$ cat config.mk
export PLATFORM = sky130hd
export DESIGN_NAME = hazard_control_unit_flat
export DESIGN_NICKNAME = d
export VERILOG_FILES = /design/src/rtl/hazard_control_unit_if.sv /design/src/rtl/hazard_control_unit.sv /design/src/flat_wrapper.sv
export SDC_FILE = /design/constraint.sdc
export NUM_CORES = 1
export LEC_CHECK = 0
export BUFFER_PORTS_ARGS = -buffer_cell sky130_fd_sc_hd__buf_2
export CORE_ASPECT_RATIO = 0.7
export CORE_MARGIN = 4
export CORE_UTILIZATION = 30
export DETAILED_ROUTE_END_ITERATION = 10
export SLEW_MARGIN = 20
export SYNTH_ARGS = -nofsm -noshare
export SYNTH_HDL_FRONTEND = slang
export SYNTH_SLANG_ARGS = --single-unit
$ cat constraint.sdc
create_clock -name clk -period 3.8 [get_ports clk]
set_clock_uncertainty 0.15 [all_clocks]
set_input_delay 0.57 -clock clk [delete_from_list [all_inputs] [get_ports clk]]
set_output_delay 0.57 -clock clk [all_outputs]
set_load 0.005 [all_outputs]
$ cat src/rtl/hazard_control_unit_if.sv
`default_nettype none
// ============================================================================
// hazard_control_unit_if : ID-stage decode fields in, hazard controls out.
// Revision: 1.0
// ============================================================================
interface hazard_control_unit_if #(
    parameter int REG_BITS = 5,
    parameter int CNT_BITS = 16
);
    logic                id_valid;
    logic [REG_BITS-1:0] id_rs;
    logic [REG_BITS-1:0] id_rt;
    logic [REG_BITS-1:0] id_dst;
    logic                id_reg_write;
    logic                id_mem_read;
    logic [1:0]          id_jump;
    logic                ex_branch_taken;
    logic                stall;
    logic                flush_if;
    logic                flush_id;
    logic [1:0]          fwd_a;
    logic [1:0]          fwd_b;
    logic                jr_fwd;
    logic [CNT_BITS-1:0] stall_count;

    modport master (
        output id_valid, id_rs, id_rt, id_dst, id_reg_write, id_mem_read,
               id_jump, ex_branch_taken,
        input  stall, flush_if, flush_id, fwd_a, fwd_b, jr_fwd, stall_count
    );

    modport slave (
        input  id_valid, id_rs, id_rt, id_dst, id_reg_write, id_mem_read,
               id_jump, ex_branch_taken,
        output stall, flush_if, flush_id, fwd_a, fwd_b, jr_fwd, stall_count
    );
endinterface
`default_nettype wire

$ cat src/rtl/hazard_control_unit.sv
`default_nettype none
// ============================================================================
// hazard_control_unit : stall/flush/forwarding control for a 5-stage pipeline.
// Revision: 1.0
// ============================================================================
module hazard_control_unit #(
    parameter int REG_BITS = 5,
    parameter int CNT_BITS = 16
) (
    input  wire logic            clk,
    input  wire logic            reset_n,
    hazard_control_unit_if.slave bus
);
    localparam logic [CNT_BITS-1:0] c_cnt_max = '1;
    localparam logic [CNT_BITS-1:0] c_cnt_one = CNT_BITS'(1);

    logic                ex_valid_q,  ex_rw_q,  ex_mr_q;
    logic [REG_BITS-1:0] ex_dst_q,    ex_rs_q,  ex_rt_q;
    logic                ex_valid_d,  ex_rw_d,  ex_mr_d;
    logic [REG_BITS-1:0] ex_dst_d,    ex_rs_d,  ex_rt_d;
    logic                mem_valid_q, mem_rw_q, mem_mr_q;
    logic [REG_BITS-1:0] mem_dst_q;
    logic                wb_valid_q,  wb_rw_q;
    logic [REG_BITS-1:0] wb_dst_q;
    logic [CNT_BITS-1:0] stall_count_q, stall_count_d;

    logic w_id_valid, w_branch, w_jump;
    logic w_ex_wr_rs, w_ex_wr_rt, w_mem_wr_rs;
    logic w_load_use, w_jr_stall, w_stall;

    function automatic logic writes_reg(input logic v, input logic rw,
                                        input logic [REG_BITS-1:0] dst,
                                        input logic [REG_BITS-1:0] r);
        return v & rw & (dst == r) & (r != '0);
    endfunction

    // Inputs are masked while in reset so every output reads 0.
    assign w_id_valid  = bus.id_valid & reset_n;
    assign w_branch    = bus.ex_branch_taken & reset_n;
    assign w_jump      = w_id_valid & (bus.id_jump != 2'b00);

    assign w_ex_wr_rs  = writes_reg(ex_valid_q,  ex_rw_q,  ex_dst_q,  bus.id_rs);
    assign w_ex_wr_rt  = writes_reg(ex_valid_q,  ex_rw_q,  ex_dst_q,  bus.id_rt);
    assign w_mem_wr_rs = writes_reg(mem_valid_q, mem_rw_q, mem_dst_q, bus.id_rs);

    assign w_load_use  = w_id_valid & ex_mr_q & (w_ex_wr_rs | w_ex_wr_rt);
    // A load ahead of a JR stalls until it has left MEM: two cycles from EX.
    assign w_jr_stall  = w_jump & ((w_ex_wr_rs & ex_mr_q) | (w_mem_wr_rs & mem_mr_q));
    assign w_stall     = ~w_branch & (w_load_use | w_jr_stall);

    assign bus.stall       = w_stall;
    assign bus.flush_if    = w_branch | (w_jump & ~w_stall);
    assign bus.flush_id    = w_branch;
    assign bus.jr_fwd      = w_jump & w_ex_wr_rs & ~ex_mr_q;
    assign bus.stall_count = stall_count_q;

    always_comb begin
        bus.fwd_a = 2'b00;
        if (writes_reg(mem_valid_q, mem_rw_q, mem_dst_q, ex_rs_q))
            bus.fwd_a = 2'b10;
        else if (writes_reg(wb_valid_q, wb_rw_q, wb_dst_q, ex_rs_q))
            bus.fwd_a = 2'b01;
    end

    always_comb begin
        bus.fwd_b = 2'b00;
        if (writes_reg(mem_valid_q, mem_rw_q, mem_dst_q, ex_rt_q))
            bus.fwd_b = 2'b10;
        else if (writes_reg(wb_valid_q, wb_rw_q, wb_dst_q, ex_rt_q))
            bus.fwd_b = 2'b01;
    end

    // A bubble is a fully cleared record so it can never drive forwarding.
    always_comb begin
        ex_valid_d = 1'b0;
        ex_rw_d    = 1'b0;
        ex_mr_d    = 1'b0;
        ex_dst_d   = '0;
        ex_rs_d    = '0;
        ex_rt_d    = '0;
        if (!(w_stall || w_branch)) begin
            ex_valid_d = w_id_valid;
            ex_rw_d    = bus.id_reg_write;
            ex_mr_d    = bus.id_mem_read;
            ex_dst_d   = bus.id_dst;
            ex_rs_d    = bus.id_rs;
            ex_rt_d    = bus.id_rt;
        end
    end

    always_comb begin
        stall_count_d = stall_count_q;
        if (w_stall && (stall_count_q != c_cnt_max))
            stall_count_d = stall_count_q + c_cnt_one;
    end

    always_ff @(posedge clk or negedge reset_n) begin
        if (!reset_n) begin
            ex_valid_q    <= 1'b0;
            ex_rw_q       <= 1'b0;
            ex_mr_q       <= 1'b0;
            ex_dst_q      <= '0;
            ex_rs_q       <= '0;
            ex_rt_q       <= '0;
            mem_valid_q   <= 1'b0;
            mem_rw_q      <= 1'b0;
            mem_mr_q      <= 1'b0;
            mem_dst_q     <= '0;
            wb_valid_q    <= 1'b0;
            wb_rw_q       <= 1'b0;
            wb_dst_q      <= '0;
            stall_count_q <= '0;
        end else begin
            wb_valid_q    <= mem_valid_q;
            wb_rw_q       <= mem_rw_q;
            wb_dst_q      <= mem_dst_q;
            mem_valid_q   <= ex_valid_q;
            mem_rw_q      <= ex_rw_q;
            mem_mr_q      <= ex_mr_q;
            mem_dst_q     <= ex_dst_q;
            ex_valid_q    <= ex_valid_d;
            ex_rw_q       <= ex_rw_d;
            ex_mr_q       <= ex_mr_d;
            ex_dst_q      <= ex_dst_d;
            ex_rs_q       <= ex_rs_d;
            ex_rt_q       <= ex_rt_d;
            stall_count_q <= stall_count_d;
        end
    end
endmodule
`default_nettype wire

$ cat src/flat_wrapper.sv
// flat-port wrapper written by rule: the top's interface ports become plain ports
module hazard_control_unit_flat 
#(
    parameter int REG_BITS = 5,
    parameter int CNT_BITS = 16
)
  (clk, reset_n, bus_id_valid, bus_id_rs, bus_id_rt, bus_id_dst, bus_id_reg_write, bus_id_mem_read, bus_id_jump, bus_ex_branch_taken, bus_stall, bus_flush_if, bus_flush_id, bus_fwd_a, bus_fwd_b, bus_jr_fwd, bus_stall_count);
  hazard_control_unit_if #(.REG_BITS(REG_BITS), .CNT_BITS(CNT_BITS)) bus_i ();
  input  wire logic clk;
  input  wire logic reset_n;
  input wire logic [$bits(bus_i.id_valid)-1:0] bus_id_valid;
  input wire logic [$bits(bus_i.id_rs)-1:0] bus_id_rs;
  input wire logic [$bits(bus_i.id_rt)-1:0] bus_id_rt;
  input wire logic [$bits(bus_i.id_dst)-1:0] bus_id_dst;
  input wire logic [$bits(bus_i.id_reg_write)-1:0] bus_id_reg_write;
  input wire logic [$bits(bus_i.id_mem_read)-1:0] bus_id_mem_read;
  input wire logic [$bits(bus_i.id_jump)-1:0] bus_id_jump;
  input wire logic [$bits(bus_i.ex_branch_taken)-1:0] bus_ex_branch_taken;
  output wire logic [$bits(bus_i.stall)-1:0] bus_stall;
  output wire logic [$bits(bus_i.flush_if)-1:0] bus_flush_if;
  output wire logic [$bits(bus_i.flush_id)-1:0] bus_flush_id;
  output wire logic [$bits(bus_i.fwd_a)-1:0] bus_fwd_a;
  output wire logic [$bits(bus_i.fwd_b)-1:0] bus_fwd_b;
  output wire logic [$bits(bus_i.jr_fwd)-1:0] bus_jr_fwd;
  output wire logic [$bits(bus_i.stall_count)-1:0] bus_stall_count;
  assign bus_i.id_valid = bus_id_valid;
  assign bus_i.id_rs = bus_id_rs;
  assign bus_i.id_rt = bus_id_rt;
  assign bus_i.id_dst = bus_id_dst;
  assign bus_i.id_reg_write = bus_id_reg_write;
  assign bus_i.id_mem_read = bus_id_mem_read;
  assign bus_i.id_jump = bus_id_jump;
  assign bus_i.ex_branch_taken = bus_ex_branch_taken;
  assign bus_stall = bus_i.stall;
  assign bus_flush_if = bus_i.flush_if;
  assign bus_flush_id = bus_i.flush_id;
  assign bus_fwd_a = bus_i.fwd_a;
  assign bus_fwd_b = bus_i.fwd_b;
  assign bus_jr_fwd = bus_i.jr_fwd;
  assign bus_stall_count = bus_i.stall_count;
  hazard_control_unit #(.REG_BITS(REG_BITS), .CNT_BITS(CNT_BITS)) u_core (.clk(clk), .reset_n(reset_n), .bus(bus_i));
endmodule
======== Word-level counts from Yosys, hierarchy flattened ========
Cells that the tools add are included.
word-level totals
  flip-flop bits (word level) ............. 49
  word-level logic and storage cells ...... 76
operators by class
  add/sub/neg operators ................... 1
  eq/ne operators ......................... 8
  muxes and demuxes ....................... 10
  bitwise logic cells ..................... 36
  reductions and logical operators ........ 7
operator list
  kind                                           count
  equality test 5 bit                            7
  bitwise AND 1 bit                              29
  nonzero test 5 bit                             4
  adder 16 x 1 -> 16 bit, second input constant  1
  inequality test 16 bit, second input constant  1
  2-to-1 mux 5 bit                               3
  2-to-1 mux 1 bit                               5
  2-to-1 mux 2 bit                               2
  OR 1 bit                                       4
  inverter 1 bit                                 3
  nonzero test 2 bit                             1
  logical AND 1 bit                              1
  logical OR 1 bit                               1

======== Longest topological paths before layout ========
  depth after elaboration ................. 11
  mapped depth ............................ 8
  depth with buffers taken out ............ 7

======== Least setup slack after synthesis ========
Ideal clock, no wire load.
  path type ............................... input -> output
  start ................................... input bus_id_rs[4]
  end ..................................... output bus_flush_if
  data arrival time ....................... 1.860 ns
  path slack .............................. 1.220 ns
  stages on the path ...................... 5
  buffers on the path ..................... 0
  cells stage by stage .................... xor2_1 > nor4_2 > or4b_4 > a31oi_1 > o21bai_1
on the way
  cells in the longest elaborated chain, start to end .. 11
  elaborated cells on any way between the ends .. 18
RTL lines
  element                          line                       source
  from (decl)                      flat_wrapper.sv:12         input wire logic [$bits(bus_i.id_rs)-1:0] bus_id_rs;
  equality test 5 bit              hazard_control_unit.sv:34  return v & rw & (dst == r) & (r != '0);
  bitwise AND 1 bit (2 in series)  hazard_control_unit.sv:34
  bitwise AND 1 bit                hazard_control_unit.sv:48  assign w_jr_stall = w_jump & ((w_ex_wr_rs & ex_mr_q) | (w_mem_wr_rs & mem_mr_q));
  OR 1 bit                         hazard_control_unit.sv:48
  bitwise AND 1 bit                hazard_control_unit.sv:48
  OR 1 bit (*)                     hazard_control_unit.sv:49  assign w_stall = ~w_branch & (w_load_use | w_jr_stall);
  bitwise AND 1 bit (*)            hazard_control_unit.sv:49
  inverter 1 bit (*)               hazard_control_unit.sv:52  assign bus.flush_if = w_branch | (w_jump & ~w_stall);
  bitwise AND 1 bit (*)            hazard_control_unit.sv:52
  OR 1 bit (*)                     hazard_control_unit.sv:52
  to (decl)                        flat_wrapper.sv:20         output wire logic [$bits(bus_i.flush_if)-1:0] bus_flush_if;
Mark *: on every way between the ends. The rest lies on a longest branch, timed or not.

======== Worst setup path after layout ========
  start ................................... input reset_n
  end ..................................... output bus_flush_if
on the way
  cells in the longest elaborated chain, start to end .. 8
  elaborated cells on any way between the ends .. 12
RTL lines
  element                                      line                                                  source
  from (decl)                                  flat_wrapper.sv:10                                    input wire logic reset_n;
  bitwise AND 1 bit                            hazard_control_unit.sv:38                             assign w_id_valid = bus.id_valid & reset_n;
  bitwise AND 1 bit, on equally long branches  hazard_control_unit.sv:46, hazard_control_unit.sv:40
  bitwise AND 1 bit, on equally long branches  hazard_control_unit.sv:46, hazard_control_unit.sv:48
  OR 1 bit                                     hazard_control_unit.sv:49
  bitwise AND 1 bit                            hazard_control_unit.sv:49
  inverter 1 bit                               hazard_control_unit.sv:52
  bitwise AND 1 bit                            hazard_control_unit.sv:52
  OR 1 bit (*)                                 hazard_control_unit.sv:52
Marks and branches as above.

==> metrics.txt <==
CTS Buf Count 5; layer with the highest usage met1; post-synthesis sequential area ratio 0.5323; Die Ht 81.31 µm; Die ar. 9166 µm²; Hold Path Stages 0; final net count 279; R2R cell count 5; Slew headroom 0.6136; syn_nets 226; status finished clean; pin count of the biggest net entering global routing 48; share of cells above drive strength 1 0.2500; final instance area 2783 µm²; vias in the first global route 1659; Post-Place Cell Area 2660 µm²; Worst-Skew Late Latency 300 ps; most common cell after layout, fill and taps aside dfrtp_1; clk root buf clkbuf_8; unrepaired setup endpoints after global routing false; Max Buffers Root-to-Sink 2; GR Util met2 0.1738; most frequent cells in the layout 49 x dfrtp_1, 46 x buf_2, 31 x xnor2_1, 18 x and2_1, 17 x xor2_1; ratio of final minimum period to clock period 0.8865; DR iter-0 viols 67; Peak VDD IR 0.0001923 V; antenna viol nets, final 0; CTS sink cnt 49; CTS tree built; critical path class in -> out; DRC viols 0; Worst Path Required 3080 ps; startpoint types input port; initial antenna violation count 0; DRT Pass-1 Iters 4; maxcap violations 0; Final TNS setup 0 ps; HP Class reg -> reg; total track usage 0.1235; Least-Margin Pin Slew 579.6 ps; post-DP HPWL 4144 µm; Chip Width between 100 and 150 µm; crit-path max FO 7; I/O pins 47; wire per inst 15.10 µm; cell row count 26; vias 1636; Clk pin slew, worst setup/hold paths 90 ps; post-route minimum period 3369 ps; met3 usage 0.02978; core area ~7400 µm²; Resized Gates After CTS 0; Remaining Overflow, GRT 0; Synth Instances 202; # setup viols final 0; register bit count reported by yosys 49; Pleak 1.267 nW; Post-Syn Area 2303 µm²; crit path capture type output pin; maximum level of the CTS H-tree 2; GP Congestion 0.8023; first-pass GRT wire length about 8900 µm; Final Hold Viols 0; Post-Syn Area per Cell 11.40 µm²; pwr dens 376.0 nW/µm²; Initial Utilization 0.3119; vias per cell 4.621; Synth-to-Final Area Change 20.80%; Antenna Cells 0; hold slack ~290 ps; final wirelength 5346 µm; synth unique cells 34; WP data arrival 2650 ps; total number of yosys warnings 0; FMAX 296.9 MHz; IO Port Bufs 46; Slew Limit Fails 0; met1 global-route usage 0.1863
-- worst paths after layout --
kind | start | to | slack (ps)
hold / removal | u_core.ex_mr_q | u_core.mem_mr_q | 290
setup reg to reg | u_core.ex_dst_q[2] | u_core.bus.stall_count[1] | 1100
min in group asynchronous | reset_n | u_core.ex_dst_q[4] | 500
hold reg to reg | u_core.ex_mr_q | u_core.mem_mr_q | 290
max in group asynchronous | reset_n | u_core.mem_dst_q[1] | 2210
setup / recovery | reset_n | bus_flush_if | 430
-- cells in the mapped netlist --
library cell | instances | area share
mux2_2 | 1 | 0.0049
nand4b_2 | 1 | 0.0065
nor3_1 | 5 | 0.011
nand2b_1 | 1 | 0.0027
a21oi_1 | 1 | 0.0022
o21bai_1 | 2 | 0.0065
o21ai_0 | 1 | 0.0022
clkbuf_1 | 2 | 0.0033
a311oi_4 | 1 | 0.011
or4b_4 | 1 | 0.0060
buf_1 | 1 | 0.0016
a31o_2 | 2 | 0.0076
and4_1 | 1 | 0.0038
nand2_1 | 13 | 0.021
xor2_1 | 17 | 0.065
nor2_1 | 9 | 0.015
a31oi_1 | 1 | 0.0027
nand4_1 | 8 | 0.022
ha_1 | 1 | 0.0054
nor4_2 | 1 | 0.0054
nor4_1 | 5 | 0.014
nand4b_1 | 1 | 0.0038
or2_2 | 1 | 0.0027
nand3_1 | 10 | 0.022
o211ai_1 | 1 | 0.0033
and3_1 | 7 | 0.019
dfrtp_1 | 49 | 0.53
o221ai_1 | 1 | 0.0038
nor4bb_1 | 1 | 0.0043
a41oi_1 | 1 | 0.0038
or4_1 | 5 | 0.016
nand3b_1 | 1 | 0.0033
xnor2_1 | 31 | 0.12
and2_1 | 18 | 0.049
-- registers in the layout, indices dropped and copies added (netlist names) --
signal / flops
u_core.mem_valid_q: 1
u_core.mem_rw_q: 1
u_core.ex_mr_q: 1
u_core.wb_dst_q: 5
u_core.bus.stall_count: 16
u_core.mem_dst_q: 5
u_core.wb_rw_q: 1
u_core.ex_rw_q: 1
u_core.wb_valid_q: 1
u_core.ex_rt_q: 5
u_core.mem_mr_q: 1
u_core.ex_dst_q: 5
u_core.ex_rs_q: 5
u_core.ex_valid_q: 1
-- cell type report --
cell class | count | area, µm²
fill | 738 | 4602
sequential | 49 | 1226
multi-input combinational | 150 | 1066
timing repair buffer | 49 | 255.2
tap | 98 | 122.6
clock buffer | 5 | 68.82
clock inverter | 3 | 43.79
-- repair_timing --
item,4_1_cts,5_1_grt
endpoints found under the hold margin,3,0
hold buffers,1,0
buffers inserted,0,0
endpoints found under the setup margin,0,0
-- routing by layer --
| layer | up-vias | part of all wire | wire length (µm) |
|---|---|---|---|
| met3 | 4 | 0.045 | 241 |
| li1 | 816 | - | - |
| met5 | - | 0 | 0 |
| met1 | 771 | 0.54 | 2911 |
| met4 | 0 | 0.0071 | 38 |
| met2 | 45 | 0.40 | 2156 |
-- worst max-delay path: stages --
cell and delay (ps):
dlygate4sd3_1 550, buf_2 190, o211ai_1 140, o21bai_1 220, nand4b_2 300, a31oi_1 440
o21bai_1 100, buf_2 140
-- per-stage QoR --
step	std cells	setup slack, ps	power (mW)	utilization
2_1_floorplan	202	1220	0.6289	-
3_3_place_gp	345	789.6	0.6752	0.3602
3_5_place_dp	345	718.1	0.6767	0.3602
4_1_cts	354	413.7	1.060	0.3768
5_1_grt	354	203.6	1.097	0.3768
6_report	354	431.3	1.046	0.3768
-- logic make-up after synthesis --
family                   after synthesis  synth area share
AND/OR/NAND/NOR                       89            0.2265
adder cells (fa/ha/maj)                1          0.005431
AO/OA/AOI/OAI                         11           0.04346
multiplexers                           1          0.004888
flip-flops                            49            0.5323
buffers and inverters                  3          0.004888
XOR/XNOR                              48            0.1825
-- power breakdown --
group	total (mW)	switching, mW	internal, mW
sequential	0.571	0.0274	0.543
combinational	0.0954	0.0470	0.0484
clock	0.380	0.183	0.197
total	1.05	0.257	0.789
Note: power is estimated with default switching activity, not from simulation.
